===== src/rtl/fetch_stage_pkg.sv =====
// Shared definitions for the fetch stage and pipeline registers:
// fetch FSM state encodings, the bubble instruction and RV32 field positions.
package fetch_stage_pkg;

  // Fetch FSM states (2-bit encoding)
  typedef enum logic [1:0] {
    FS_REQ  = 2'd0,  // request may be issued
    FS_WAIT = 2'd1,  // request accepted, waiting for rvalid
    FS_HOLD = 2'd2,  // response captured in hold buffer, waiting to advance
    FS_DROP = 2'd3   // outstanding response must be discarded (flushed)
  } fetch_state_e;

  // addi x0, x0, 0
  localparam logic [31:0] DEFAULT_NOP_INST = 32'h0000_0013;

  // RV32 register-source field positions
  localparam int RS1_LSB = 15;
  localparam int RS1_MSB = 19;
  localparam int RS2_LSB = 20;
  localparam int RS2_MSB = 24;

  // Force an address onto a 32-bit word boundary
  function automatic logic [31:0] word_align(input logic [31:0] addr);
    return addr & 32'hFFFF_FFFC;
  endfunction

  // Next sequential PC, 32-bit modulo
  function automatic logic [31:0] pc_inc(input logic [31:0] pc);
    return pc + 32'd4;
  endfunction

endpackage


===== src/rtl/fetch_stage_if_id_reg.sv =====
// Generic IF/ID-style pipeline register: load, bubble, flush and hold
// controls, plus rs1/rs2 field extraction for the hazard unit.
// Priority: flush > load > bubble > hold.
module if_id_reg
  import fetch_stage_pkg::*;
#(
  parameter logic [31:0] NOP_INST = DEFAULT_NOP_INST
) (
  input  logic        clk,
  input  logic        rst,
  input  logic        flush,
  input  logic        load,
  input  logic        bubble,
  input  logic [31:0] load_pc,
  input  logic [31:0] load_inst,
  output logic [31:0] pc,
  output logic [31:0] inst,
  output logic        valid,
  output logic [4:0]  rs1,
  output logic [4:0]  rs2
);

  logic [31:0] pc_r;
  logic [31:0] inst_r;
  logic        valid_r;
  logic [31:0] pc_next_s;
  logic [31:0] inst_next_s;
  logic        valid_next_s;

  // Select the next register contents from the control priority chain
  always_comb begin
    pc_next_s    = pc_r;
    inst_next_s  = inst_r;
    valid_next_s = valid_r;
    if (flush) begin
      inst_next_s  = NOP_INST;
      valid_next_s = 1'b0;
    end else if (load) begin
      pc_next_s    = load_pc;
      inst_next_s  = load_inst;
      valid_next_s = 1'b1;
    end else if (bubble) begin
      inst_next_s  = NOP_INST;
      valid_next_s = 1'b0;
    end else begin
      pc_next_s    = pc_r;
      inst_next_s  = inst_r;
      valid_next_s = valid_r;
    end
  end

  // Pipeline register state, bubble contents on reset
  always_ff @(posedge clk or posedge rst) begin
    if (rst) begin
      pc_r    <= 32'h0000_0000;
      inst_r  <= NOP_INST;
      valid_r <= 1'b0;
    end else begin
      pc_r    <= pc_next_s;
      inst_r  <= inst_next_s;
      valid_r <= valid_next_s;
    end
  end

  assign pc    = pc_r;
  assign inst  = inst_r;
  assign valid = valid_r;
  assign rs1   = inst_r[RS1_MSB:RS1_LSB];
  assign rs2   = inst_r[RS2_MSB:RS2_LSB];

endmodule


===== src/rtl/fetch_stage.sv =====
// RV32I instruction fetch stage: owns the PC, issues one-outstanding fetches
// over req/gnt/rvalid, buffers a response while the pipeline is stalled,
// and feeds the IF/ID register. EX-stage flush redirects the PC and kills
// both the in-flight fetch and the IF/ID contents.
module fetch_stage
  import fetch_stage_pkg::*;
#(
  parameter logic [31:0] RESET_PC = 32'h0000_0000,
  parameter logic [31:0] NOP_INST = DEFAULT_NOP_INST
) (
  input  logic        clk,
  input  logic        rst,
  input  logic        pc_en,
  input  logic        if_id_en,
  input  logic        flush,
  input  logic [31:0] redirect_pc,
  output logic        imem_req,
  output logic [31:0] imem_addr,
  input  logic        imem_gnt,
  input  logic        imem_rvalid,
  input  logic [31:0] imem_rdata,
  output logic [31:0] if_id_pc,
  output logic [31:0] if_id_inst,
  output logic        if_id_valid,
  output logic [4:0]  if_id_rs1,
  output logic [4:0]  if_id_rs2
);

  fetch_state_e state_r;
  fetch_state_e state_next_s;
  logic [31:0]  pc_r;
  logic [31:0]  pc_next_s;
  logic [31:0]  hold_buf_r;
  logic [31:0]  hold_buf_next_s;
  logic         advance_s;
  logic         deliver_s;
  logic [31:0]  deliver_inst_s;
  logic         bubble_s;

  assign advance_s = pc_en & if_id_en;

  // Requests only from REQ; a flush in the same cycle suppresses it so the
  // old-path address is never accepted, and reset holds it low.
  assign imem_req  = (state_r == FS_REQ) & ~flush & ~rst;
  assign imem_addr = pc_r;

  // Fetch FSM next state, PC update, hold buffer and delivery decision
  always_comb begin
    state_next_s    = state_r;
    pc_next_s       = pc_r;
    hold_buf_next_s = hold_buf_r;
    deliver_s       = 1'b0;
    deliver_inst_s  = imem_rdata;
    if (flush) begin
      pc_next_s       = word_align(redirect_pc);
      hold_buf_next_s = NOP_INST;
      case (state_r)
        FS_WAIT: state_next_s = imem_rvalid ? FS_REQ : FS_DROP;
        FS_DROP: state_next_s = imem_rvalid ? FS_REQ : FS_DROP;
        FS_HOLD: state_next_s = FS_REQ;
        FS_REQ:  state_next_s = FS_REQ;
        default: state_next_s = FS_REQ;
      endcase
    end else begin
      case (state_r)
        FS_REQ: begin
          if (imem_gnt) begin
            state_next_s = FS_WAIT;
          end else begin
            state_next_s = FS_REQ;
          end
        end
        FS_WAIT: begin
          if (imem_rvalid) begin
            if (advance_s) begin
              deliver_s      = 1'b1;
              deliver_inst_s = imem_rdata;
              pc_next_s      = pc_inc(pc_r);
              state_next_s   = FS_REQ;
            end else begin
              hold_buf_next_s = imem_rdata;
              state_next_s    = FS_HOLD;
            end
          end else begin
            state_next_s = FS_WAIT;
          end
        end
        FS_HOLD: begin
          if (advance_s) begin
            deliver_s       = 1'b1;
            deliver_inst_s  = hold_buf_r;
            pc_next_s       = pc_inc(pc_r);
            hold_buf_next_s = NOP_INST;
            state_next_s    = FS_REQ;
          end else begin
            state_next_s = FS_HOLD;
          end
        end
        FS_DROP: begin
          if (imem_rvalid) begin
            state_next_s = FS_REQ;
          end else begin
            state_next_s = FS_DROP;
          end
        end
        default: state_next_s = FS_REQ;
      endcase
    end
  end

  // A cycle that lets IF/ID load but delivers nothing inserts a bubble
  assign bubble_s = if_id_en & ~deliver_s;

  // FSM state, PC and hold buffer registers
  always_ff @(posedge clk or posedge rst) begin
    if (rst) begin
      state_r    <= FS_REQ;
      pc_r       <= RESET_PC;
      hold_buf_r <= NOP_INST;
    end else begin
      state_r    <= state_next_s;
      pc_r       <= pc_next_s;
      hold_buf_r <= hold_buf_next_s;
    end
  end

  if_id_reg #(
    .NOP_INST (NOP_INST)
  ) u_if_id_reg (
    .clk       (clk),
    .rst       (rst),
    .flush     (flush),
    .load      (deliver_s),
    .bubble    (bubble_s),
    .load_pc   (pc_r),
    .load_inst (deliver_inst_s),
    .pc        (if_id_pc),
    .inst      (if_id_inst),
    .valid     (if_id_valid),
    .rs1       (if_id_rs1),
    .rs2       (if_id_rs2)
  );

endmodule


===== config.mk =====
export PLATFORM = sky130hd
export DESIGN_NAME = fetch_stage
export DESIGN_NICKNAME = d
export VERILOG_FILES = /design/src/rtl/fetch_stage_pkg.sv /design/src/rtl/fetch_stage_if_id_reg.sv /design/src/rtl/fetch_stage.sv
export SDC_FILE = /design/constraint.sdc
export NUM_CORES = 1
export LEC_CHECK = 0
export CELL_PAD_IN_SITES_DETAIL_PLACEMENT = 0
export CELL_PAD_IN_SITES_GLOBAL_PLACEMENT = 1
export CORE_ASPECT_RATIO = 1.75
export CORE_MARGIN = 5
export CORE_UTILIZATION = 38
export DETAILED_ROUTE_END_ITERATION = 16
export PLACE_DENSITY_LB_ADDON = 0.15
export REMOVE_ABC_BUFFERS = 1
export SYNTH_ARGS = -nofsm -noshare
export SYNTH_HDL_FRONTEND = slang
export SYNTH_SLANG_ARGS = --single-unit

===== constraint.sdc =====
create_clock -name clk -period 5.95 [get_ports clk]
set_input_delay 0.595 -clock clk [delete_from_list [all_inputs] [get_ports clk]]
set_output_delay 0.595 -clock clk [all_outputs]
set_load 0.1 [all_outputs]

==> PnR_summary.wiki, run 1 <==
{| class="wikitable"
! Metric !! Value
|-
| Result of the run || completed
|-
| Pwr Total || around 0.0031 W
|-
| Starting Density || between 30% and 40%
|-
| Cell depth of the worst flop-to-flop path || 7
|-
| Number of hold buffers added after CTS || 0
|-
| TritonCTS clock tree || built
|-
| Clock Pin Slew Worst Setup and Hold Paths || approximately 0.05 ns
|-
| Clock latency at the later pin of the worst-skew pair || roughly 0.40 ns
|-
| H-Tree Level Count || 4
|-
| Post CTS Setup Buffer Count || 0
|-
| Most instantiated cells after synthesis || nand2_1, dfrtp_1, o21ai_0
|-
| FF-to-FF setup slack || roughly 3.3 ns
|-
| Fin cells || about 950
|-
| Cell area after placement || between 7000 and 8000 um^2
|-
| Final slew viol count || 0
|-
| Cells traversed along the worst timing path || clkdlybuf4s50_1 > inv_6 > and3_1 > clkdlybuf4s50_1
|-
| Total I/O pin count || between 150 and 200
|-
| Critical path launch point type || input pin
|-
| Total of flip-flops plus latches after synthesis || approximately 130
|-
| Per-instance average area after synthesis || about 9.8 um^2
|-
| Mean number of vias per cell || between 5 and 6
|-
| Highest Clock Rate || between 200 and 300 MHz
|-
| Final WL || 17.1 mm
|-
| Sequential element share of the synthesized area || a little over half
|-
| Number of buffer and inverter stages on the critical path || 3
|-
| Tightest slew margin relative to the limit || 30.5%
|-
| Number of nets with antenna violations after detailed routing || 0
|-
| Path type of the worst min-delay path || reg2reg
|-
| Clock Tree Buf Depth || 2
|-
| Hold EP || u_if_id_reg.pc[19]
|-
| Post-Route Hold Slack || 0.471 ns
|-
| Area contributors post-synth || dfrtp_1, nand2_1, mux2i_1, a22o_1, o21ai_0
|-
| Cell type of the slowest stage on the worst timing path || clkdlybuf4s50_1
|-
| Area share of the largest cell type after synthesis || between 50% and 60%
|-
| Dominant cell by count in the synthesized netlist || nand2_1
|-
| Power per cell area || 377 nW/um^2
|-
| Number of global-route vias before repair || ~5300
|-
| Detailed-routing iteration count for the pre-antenna-repair pass || 4
|-
| Routed WL per cell || about 18 um
|-
| Synth-to-Final Area Change || 40.2%
|-
| Area of the mapped netlist || 5920 um^2
|-
| Pin count of the biggest net entering global routing || 76
|-
| Required time worst endpoint || about 5.4 ns
|-
| DR iter-0 viols || 178
|-
| Width of the chip || 104 um
|-
| Library cell appearing most often on the critical path || clkdlybuf4s50_1
|-
| Vias post-DR || ~5000
|-
| Cell area after layout || 8300 um^2
|-
| Final setup violation count || 0
|-
| Diodes inserted || 0
|-
| RSZ-0062 raised after global routing || false
|-
| CTS Root Cell || clkbuf_16
|-
| Worst-case vdd ir drop || roughly 0.00019 V
|-
| Crit. End Element || output pin
|-
| Input/output buffers || approximately 170
|-
| Total count of hold-check failures in the final report || 0
|-
| Share of the clock period used by the worst path after layout || 57.6%
|-
| Final #Nets || just over 800
|-
| Netlist cell types || 42
|-
| Startpoint of the most critical setup path || rst
|-
| Post-synth top flop || dfrtp_1
|-
| Global-route congestion overflow total || 0
|-
| TritonCTS buffer count || 17
|-
| Total Neg Setup Slack || 0 ns
|-
| Minimum clock period after layout || 3.43 ns
|-
| Reg2reg end || hold_buf_r[17]
|-
| Global-route wire length before repair || about 28 mm
|-
| Pin slew with the least headroom to its limit || approximately 1.0 ns
|-
| Total leakage power || between 3 and 4 nW
|-
| Die Ht || between 150 and 200 um
|-
| Routability Congestion || 0.787
|-
| Largest area contributor in the synthesized netlist || dfrtp_1
|-
| Delay of the slowest critical-path stage || ~1.1 ns
|-
| Count of max-cap constraint violations || 0
|-
| Worst Path Max Fanout || between 50 and 60
|-
| Full die area || ~18000 um^2
|-
| Yosys synthesis warning count || 0
|-
| Final routed DRC violation total || 0
|-
| Global-route usage over all layers || between 10% and 20%
|-
| Number of antenna violations at the first check in global routing || 0
|-
| Gates resized, CTS repair || 0
|-
| Critical Setup Path Class || in2out
|-
| Arrival time at the worst endpoint || ~2.8 ns
|-
| Number of flops mapped to enable cells by yosys || 0
|-
| Cells after Synth || 606
|-
| Fraction of final layout cells with drive strength greater than 1 || approximately 6.9%
|-
| Cells after DPL || between 900 and 1000
|-
| Clock Sinks || about 130
|-
| Half-perimeter wire length of the detailed placement result || about 12 mm
|-
| Async set or reset register ratio after synthesis || 100%
|-
| Cell family with the largest share of critical-path delay || buffers and inverters
|-
| Depth of the worst hold-timing path || 2
|-
| Placement row count || 60
|-
| Worst-case clock skew || around 0.011 ns
|-
| Critical hold path startpoint || u_if_id_reg.pc[19]
|-
| RR Startpoint || state_r[0]
|-
| Floorplan Core Area || around 15000 um^2
|}
[flip-flops by register name, indices dropped and copies added, names as in the netlist]
signal / cells
state_r: 2
u_if_id_reg.valid: 1
hold_buf_r: 32
imem_addr: 30
u_if_id_reg.pc: 30
u_if_id_reg.inst: 32
[cells by family after synthesis]
family / synth area share [%]
and+or+nand+nor: 18.9
xor gates and xnor gates: 1.04
muxes: 5.43
adders and majority gates: 1.06
buffers and inverters: 5.26
AOI/OAI and AO/OA: 14.5
DFF: 53.8
other: 0.0634
[cell usage in the layout, fill, tap and decap left out, types with 4 or more instances in the layout]
cell / netlist / final
xnor2_1: 4 / 4
o31ai_1: 13 / 13
a22o_1: 29 / 29
clkbuf_16: 0 / 17
dfrtp_1: 121 / 121
mux2i_1: 31 / 31
o21ai_0: 46 / 46
o211ai_1: 6 / 6
and3_1: 6 / 6
nand2_1: 132 / 132
buf_4: 15 / 8
clkdlybuf4s50_1: 0 / 172
a31oi_1: 16 / 16
and4_1: 8 / 8
nand4_1: 12 / 12
dfstp_2: 6 / 6
or4_1: 18 / 18
clkinv_4: 0 / 4
ha_1: 5 / 5
nor2_1: 25 / 24
inv_1: 13 / 12
conb_1: 1 / 4
nor2b_1: 5 / 5
nand3_1: 15 / 14
a21oi_1: 15 / 15
[worst min-delay path: stages (launching register included)]
cell     delay (ns)
dfrtp_1        0.34
nand2_1        0.05
nand2_1        0.05
[report_power, final]
part           leakage (nW)  internal [W]  total, W  switching, W
combinational          1.84      0.000248   0.00106      0.000810
sequential             1.66      0.000958   0.00103     0.0000754
clock                 0.284      0.000644   0.00103      0.000390
total                  3.79       0.00185   0.00313       0.00128
[metrics by stage]
step                util [%]  setup WS (ns)
floorplan                  -           1.07
global placement        50.3           2.46
detailed placement      50.3           2.46
CTS                     54.2           2.47
global route            54.2           2.41
finish                  54.2           2.52
[final cells by class]
class	count	area, um^2
inverter	14	57.6
clock buffer	21	460
multi-input combinational	415	2450
tap	186	233
fill	1439	7020
clock inverter	11	133
sequential	127	3190
timing repair buffer	180	1780
[metal layers]
metal  track usage, %  vias to the layer above  part of all wire [%]
li1                 -                     2430                     -
met1             21.8                     2488                    41
met2             33.0                      153                    52
met3             5.62                       17                   5.9
met4             5.35                        0                   1.2
met5                0                        -                     0
[how the worst max path moves through the flow]
stage	end	depth (start not counted)
after floorplan	imem_req	2
after global placement	imem_req	4
after detailed placement	imem_req	4
after CTS	imem_req	4
after global routing	imem_req	4
final	imem_req	4
(Power assumes the default switching activity.)
==> inputs of run 2 (changes only) <==
CORE_UTILIZATION = 32   (was 38)
clock period = 2.9 ns   (was 5.95 ns; I/O delays follow)
==> run 2 against run 1 <==
Combinational power up 100%. Highest routed layer unchanged. Sequential share of layout area rose by 0.60 points. Sequential cell count did not move.
==> PnR_summary.wiki, run 2 (synthesized netlist as in run 1, its figures left out) <==
{| class="wikitable"
! Metric !! Value
|-
| TritonCTS clock tree || built
|-
| Pwr Total || 0.00642 W (+110%)
|-
| Input/output buffers || 172 (unchanged)
|-
| Diodes inserted || 0 (unchanged)
|-
| Vias post-DR || 5123 (+0.69%)
|-
| RSZ-0062 raised after global routing || false
|-
| Worst-case vdd ir drop || 0.000416 V (+120%)
|-
| Floorplan Core Area || 18100 um^2 (+18%)
|-
| Fin worst setup slack || 0.458 ns (-2.06 ns)
|-
| CTS Root Cell || clkbuf_16
|-
| Final WL || 17.8 mm (+4.5%)
|-
| Final #Nets || 837 (+0.72%)
|-
| Gates resized, CTS repair || 0 (unchanged)
|-
| Share of the clock period used by the worst path after layout || a little over four fifths
|-
| Total I/O pin count || 179 (unchanged)
|-
| Post CTS Setup Buffer Count || 0 (unchanged)
|-
| Highest-count cells in the layout ignoring fill and taps || nand2_1, dfrtp_1, buf_4
|-
| Reg2reg end || imem_addr[28]
|-
| Width of the chip || 113 um (+8.1%)
|-
| Pin slew with the least headroom to its limit || 0.781 ns (-0.258 ns)
|-
| Filler cell count in the final layout || 1792 (+25%)
|-
| Crit. End Element || flip-flop
|-
| Most frequent standard cell in the layout excluding fill and tap cells || nand2_1
|-
| DR iter-0 viols || 197 (+11%)
|-
| Placement row count || 65 (+8.3%)
|-
| Sequential cell area || 3190 um^2 (unchanged)
|-
| Highest Clock Rate || a little over 400 MHz
|-
| Cell depth of the worst flop-to-flop path || 6 (-1)
|-
| Global-route wire length before repair || 29.4 mm (+5.1%)
|-
| Routed WL per cell || 17.7 um (-0.96%)
|-
| Result of the run || completed
|-
| Arrival time at the worst endpoint || 2.78 ns (-0.05 ns)
|-
| Starting Density || 32.6% (-6.0 points)
|-
| Clock latency at the later pin of the worst-skew pair || 0.42 ns (+0.02 ns)
|-
| Detailed-routing iteration count for the pre-antenna-repair pass || 4 (unchanged)
|-
| Number of nets with antenna violations after detailed routing || 0 (unchanged)
|-
| Multi-input logic area || 2450 um^2 (unchanged)
|-
| Post-Route Hold Slack || 0.162 ns (-0.309 ns)
|-
| RR Startpoint || state_r[0]
|-
| Count of max-cap constraint violations || 0 (unchanged)
|-
| Critical path launch point type || flip-flop
|-
| Die Ht || 190 um (+8.5%)
|-
| Required time worst endpoint || 3.24 ns (-2.12 ns)
|-
| Worst-case clock skew || 0.00453 ns (-0.00674 ns)
|-
| Routability Congestion || 0.765 (-2.7%)
|-
| Placement Setup Slack || 0.319 ns (-2.14 ns)
|-
| Final slew viol count || 0 (unchanged)
|-
| Number of antenna violations at the first check in global routing || 0 (unchanged)
|-
| Global-route congestion overflow total || 0 (unchanged)
|-
| Total count of hold-check failures in the final report || 0 (unchanged)
|-
| Final routed DRC violation total || 0 (unchanged)
|-
| Fraction of final layout cells with drive strength greater than 1 || 20.8% (+14 points)
|-
| Clock Tree Buf Depth || 2 (unchanged)
|-
| Total leakage power || 3.99 nW (+5.5%)
|-
| Half-perimeter wire length of the detailed placement result || 12.4 mm (+5.1%)
|-
| Synth-to-Final Area Change || 38.1%
|-
| Power per cell area || 786 nW/um^2 (+110%)
|-
| Critical Setup Path Class || reg2reg
|-
| Tightest slew margin relative to the limit || 47.9% (+17 points)
|-
| Pin count of the biggest net entering global routing || 61 (-20%)
|-
| TritonCTS buffer count || 17 (unchanged)
|-
| Full die area || 21400 um^2 (+17%)
|-
| Startpoint of the most critical setup path || state_r[0]
|-
| Global-route usage over all layers || 17.3% (-1.4 points)
|-
| Number of hold buffers added after CTS || 0 (unchanged)
|-
| Worst Path Max Fanout || 8 (-85%)
|-
| Minimum clock period after layout || ~2.4 ns
|-
| Clock Pin Slew Worst Setup and Hold Paths || 0.05 ns (about the same)
|-
| Mean number of vias per cell || 5.09 (-4.6%)
|-
| Final setup violation count || 0 (unchanged)
|-
| Path type of the worst min-delay path || in2async
|-
| FF-to-FF setup slack || 0.46 ns (-2.84 ns)
|-
| Number of global-route vias before repair || 5376 (+1.2%)
|-
| Final core utilization || 45.1% (-9.1 points)
|-
| H-Tree Level Count || 4 (unchanged)
|-
| Clock Sinks || 127 (unchanged)
|}
run 2: cell count changes in the layout (fill, tap and decap cells not counted), sizes merged:
cell	change
buf	+111
clkdlybuf4s50	-105
clkbuf	+4
clkinv	-2
clkinvlp	-2
inv	-2
bufinv	+1
run 2: worst max path at each step:
stage / to / slack [ns] / depth (start not counted)
after CTS: imem_addr[26] / 0.44 / 6
final: imem_addr[28] / 0.46 / 6
after global routing: imem_addr[26] / 0.30 / 6
after global placement: imem_addr[26] / 0.37 / 5
after floorplan: imem_req / -1.37 / 2
after detailed placement: u_if_id_reg.pc[17] / 0.32 / 7
run 2: per-stage QoR:
stage               TNS [ns]  cells  cell area [um^2]
CTS                        0   1007              8170
global placement           0    976              7570
finish                     0   1007              8170
floorplan             -99.59    556              5670
global route               0   1007              8170
detailed placement         0    976              7570
run 2: layout make-up:
cell class | count | share of cell area (%)
Timing Repair Buffer | 186 | 19.4
Sequential cell | 127 | 39.0
Tap cell | 234 | 3.58
Clock buffer | 25 | 6.06
Clock inverter | 6 | 1.29
Multi-Input combinational cell | 415 | 30.0
Inverter | 14 | 0.704
run 2: critical path, cell delays in order (launching register included):
cell and delay, ns:
dfrtp_1 0.40, inv_1 0.10, ha_1 0.28, mux2i_1 0.15, or4_1 0.72, or4_1 0.53
a31oi_1 0.17
run 2: layer usage:
layer / vias to the layer above / GRT usage (%) / routed length, um
li1: 2440 / - / -
met1: 2497 / 20.7 / 7250
met2: 161 / 29.7 / 9160
met3: 25 / 4.65 / 1100
met4: 0 / 6.29 / 328
met5: - / 0 / 0
run 2: power breakdown:
group	switching (W)	internal, W
Sequential	0.000156	0.00197
Clock	0.000742	0.00143
Combinational	0.00167	0.000455
Total	0.00256	0.00386
==> inputs of run 3 (changes only) <==
clock period = 2.1 ns   (was 2.9 ns; I/O delays follow)
==> run 3 against run 2 <==
Sequential share of layout area down 2.0 points. Critical endpoint is now imem_addr[26]. Utilization increased by 2.4 points. Total power is 40% higher. Worst hold slack better by 0.19 ns. Sequential power rose by 37%. Clock power rose by 38%. Count of clock-buffer cells in the layout up 1. Clock skew is 0.0013 ns higher. Design area is 5.4% higher. Global-route usage increased by 0.48 points.
==> PnR_summary.wiki, run 3 (synthesized netlist as in run 1, its figures left out) <==
{| class="wikitable"
! Metric !! Value
|-
| Cell area after placement || 7900 um^2 (+4.3%)
|-
| Count of max-cap constraint violations || 0 (unchanged)
|-
| Number of hold buffers added after CTS || 0 (unchanged)
|-
| Total I/O pin count || 179 (unchanged)
|-
| Number of global-route vias before repair || 5642 (+4.9%)
|-
| Routability Congestion || 0.810 (+5.8%)
|-
| Clock latency at the later pin of the worst-skew pair || 0.42 ns (about the same)
|-
| Fraction of final layout cells with drive strength greater than 1 || 25.8% (+4.9 points)
|-
| Power per cell area || 1040 nW/um^2 (+33%)
|-
| Global-route wire length before repair || 30.3 mm (+2.9%)
|-
| H-Tree Level Count || 4 (unchanged)
|-
| Clock Pin Slew Worst Setup and Hold Paths || 0.05 ns (about the same)
|-
| Floorplan Core Area || 18100 um^2 (unchanged)
|-
| Final routed DRC violation total || 0 (unchanged)
|-
| Diodes inserted || 0 (unchanged)
|-
| Half-perimeter wire length of the detailed placement result || 12.7 mm (+2.2%)
|-
| Total Neg Setup Slack || 0 ns (unchanged)
|-
| TritonCTS clock tree || built
|-
| TritonCTS buffer count || 17 (unchanged)
|-
| Mean number of vias per cell || 5.04 (-0.97%)
|-
| Pwr Total || 0.00898 W (+40%)
|-
| CTS Root Cell || clkbuf_16
|-
| Input/output buffers || 172 (unchanged)
|-
| Sequential power share || 32.3% (-0.8 points)
|-
| Worst-case vdd ir drop || 0.000610 V (+47%)
|-
| Worst Path Max Fanout || 7 (-1)
|-
| Worst-case clock skew || 0.00584 ns (+0.00131 ns)
|-
| Path type of the worst min-delay path || in2reg
|-
| Starting Density || 32.6% (unchanged)
|-
| Delay of the slowest critical-path stage || 0.60 ns (-0.12 ns)
|-
| Final WL || 18.8 mm (+5.7%)
|-
| Post-Route Hold Slack || 0.357 ns (+0.194 ns)
|-
| Highest-count cells in the layout ignoring fill and taps || buf_4, nand2_1, dfrtp_1
|-
| Crit. End Element || flip-flop
|-
| Detailed-routing iteration count for the pre-antenna-repair pass || 4 (unchanged)
|-
| Vias post-DR || 5265 (+2.8%)
|-
| Total count of hold-check failures in the final report || 0 (unchanged)
|-
| Total leakage power || 4.23 nW (+5.8%)
|-
| Number of buffer and inverter stages on the critical path || 0 (-1)
|-
| Share of the clock period used by the worst path after layout || 96.7% (+12 points)
|-
| Result of the run || completed
|-
| Proportion of power drawn by the clock network || 33.4% (-0.5 points)
|-
| Synth-to-Final Area Change || 45.5%
|-
| Final slew viol count || 0 (unchanged)
|-
| Routed WL per cell || 18.0 um (+1.8%)
|-
| Final core utilization || 47.5% (+2.4 points)
|-
| Cells traversed along the worst timing path || ha_1 > nand3_1 > or4_4 > or4_1 > a31oi_1
|-
| Final setup violation count || 0 (unchanged)
|-
| Pin count of the biggest net entering global routing || 128 (+110%)
|-
| Net load switching power || 0.00359 W (+40%)
|-
| Pin slew with the least headroom to its limit || 0.714 ns (-0.0672 ns)
|-
| Highest Clock Rate || 492 MHz (+20%)
|-
| Power Internal || 0.00539 W (+40%)
|-
| Die Ht || 190 um (unchanged)
|-
| Fraction of power spent switching nets || 40.0% (+0.064 points)
|-
| Number of nets with antenna violations after detailed routing || 0 (unchanged)
|-
| Clock Sinks || 127 (unchanged)
|-
| Required time worst endpoint || 2.43 ns (-0.81 ns)
|-
| Full die area || 21400 um^2 (unchanged)
|-
| Placement row count || 65 (unchanged)
|-
| Number of antenna violations at the first check in global routing || 0 (unchanged)
|-
| Cell area after layout || 8610 um^2 (+5.4%)
|-
| Cell type of the slowest stage on the worst timing path || or4_4
|-
| Global-route congestion overflow total || 0 (unchanged)
|-
| Minimum clock period after layout || 2.03 ns (-0.411 ns)
|-
| Most frequent standard cell in the layout excluding fill and tap cells || buf_4
|-
| Part of the total power dissipated in combinational logic || 34.3% (+1.3 points)
|-
| Tightest slew margin relative to the limit || 52.4% (+4.5 points)
|-
| Clock Tree Buf Depth || 2 (unchanged)
|-
| DR iter-0 viols || 223 (+13%)
|-
| Width of the chip || 113 um (unchanged)
|-
| Global-route usage over all layers || 17.8% (+0.48 points)
|-
| Filler cell count in the final layout || 1728 (-3.6%)
|-
| Critical Setup Path Class || reg2reg
|-
| Arrival time at the worst endpoint || 2.36 ns (-0.42 ns)
|-
| Final #Nets || 875 (+4.5%)
|-
| Critical path launch point type || flip-flop
|-
| Cell family with the largest share of critical-path delay || simple AND/OR/NAND/NOR gates
|}
[run 3: cell count changes in the layout (fill, tap and decap cells not counted), sizes merged]
cell | before | now
buf | 119 | 157
bufinv | 3 | 2
clkbuf | 25 | 26
[run 3: worst reg2reg max path: cells and delay by family (launching register included)]
family / cells / cell delay, ns
adders and majority gates: 1 / 0.18
AOI/OAI and AO/OA: 1 / 0.19
DFF: 1 / 0.35
and+or+nand+nor: 3 / 1.22
[run 3: worst paths after layout]
kind	startpoint	to	slack [ns]	cells past startpoint
worst max-delay path	imem_addr[2]	imem_addr[26]	0.07	5
worst min-delay path	flush	imem_addr[13]	0.36	4
worst max register to register	imem_addr[2]	imem_addr[26]	0.07	5
worst min register to register	u_if_id_reg.pc[20]	u_if_id_reg.pc[20]	0.47	2
max in group asynchronous	rst	u_if_id_reg.pc[25]	1.18	3
min in group asynchronous	rst	hold_buf_r[19]	0.40	3
[run 3: metal layers]
layer  vias up  global-route usage, %  share of wire [%]
li1       2515                      -                  -
met1      2574                   20.9                 41
met2       148                   30.9                 51
met3        28                   4.58                5.5
met4         0                   6.89                2.3
met5         -                      0                  0
[run 3: cell type report]
| class | count | area, um^2 | area share (%) |
|---|---|---|---|
| inverters | 14 | 57.6 | 0.668 |
| clock inverters | 5 | 75.1 | 0.872 |
| repair buffers | 224 | 1970 | 22.9 |
| well taps | 234 | 293 | 3.40 |
| multi-input cells | 415 | 2500 | 29.0 |
| clock buffers | 26 | 529 | 6.15 |
| flip-flops and latches | 127 | 3190 | 37.0 |
[run 3: stage by stage]
step	worst slack, ns	cells
detailed placement	-0.334	1011
global route	-0.00714	1045
CTS	0.0412	1043
global placement	-0.277	1011
floorplan	-2.01	556
finish	0.0694	1045
[run 3: power by group through the flow]
stage	logic, W	registers [W]	clock network, W
6_report	0.00308	0.00290	0.00300
5_1_grt	0.00321	0.00294	0.00321
4_1_cts	0.00309	0.00290	0.00309
3_5_place_dp	0.00308	0.00294	0
3_3_place_gp	0.00306	0.00293	0
2_1_floorplan	0.000479	0.00464	0
[run 3: repair_timing]
action,in CTS,in global routing
pin swaps,2,5
setup endpoints to repair,65,71
setup buffers,0,2
gates cloned,1,0
gates resized for setup,4,27
endpoints found under the hold margin,0,0
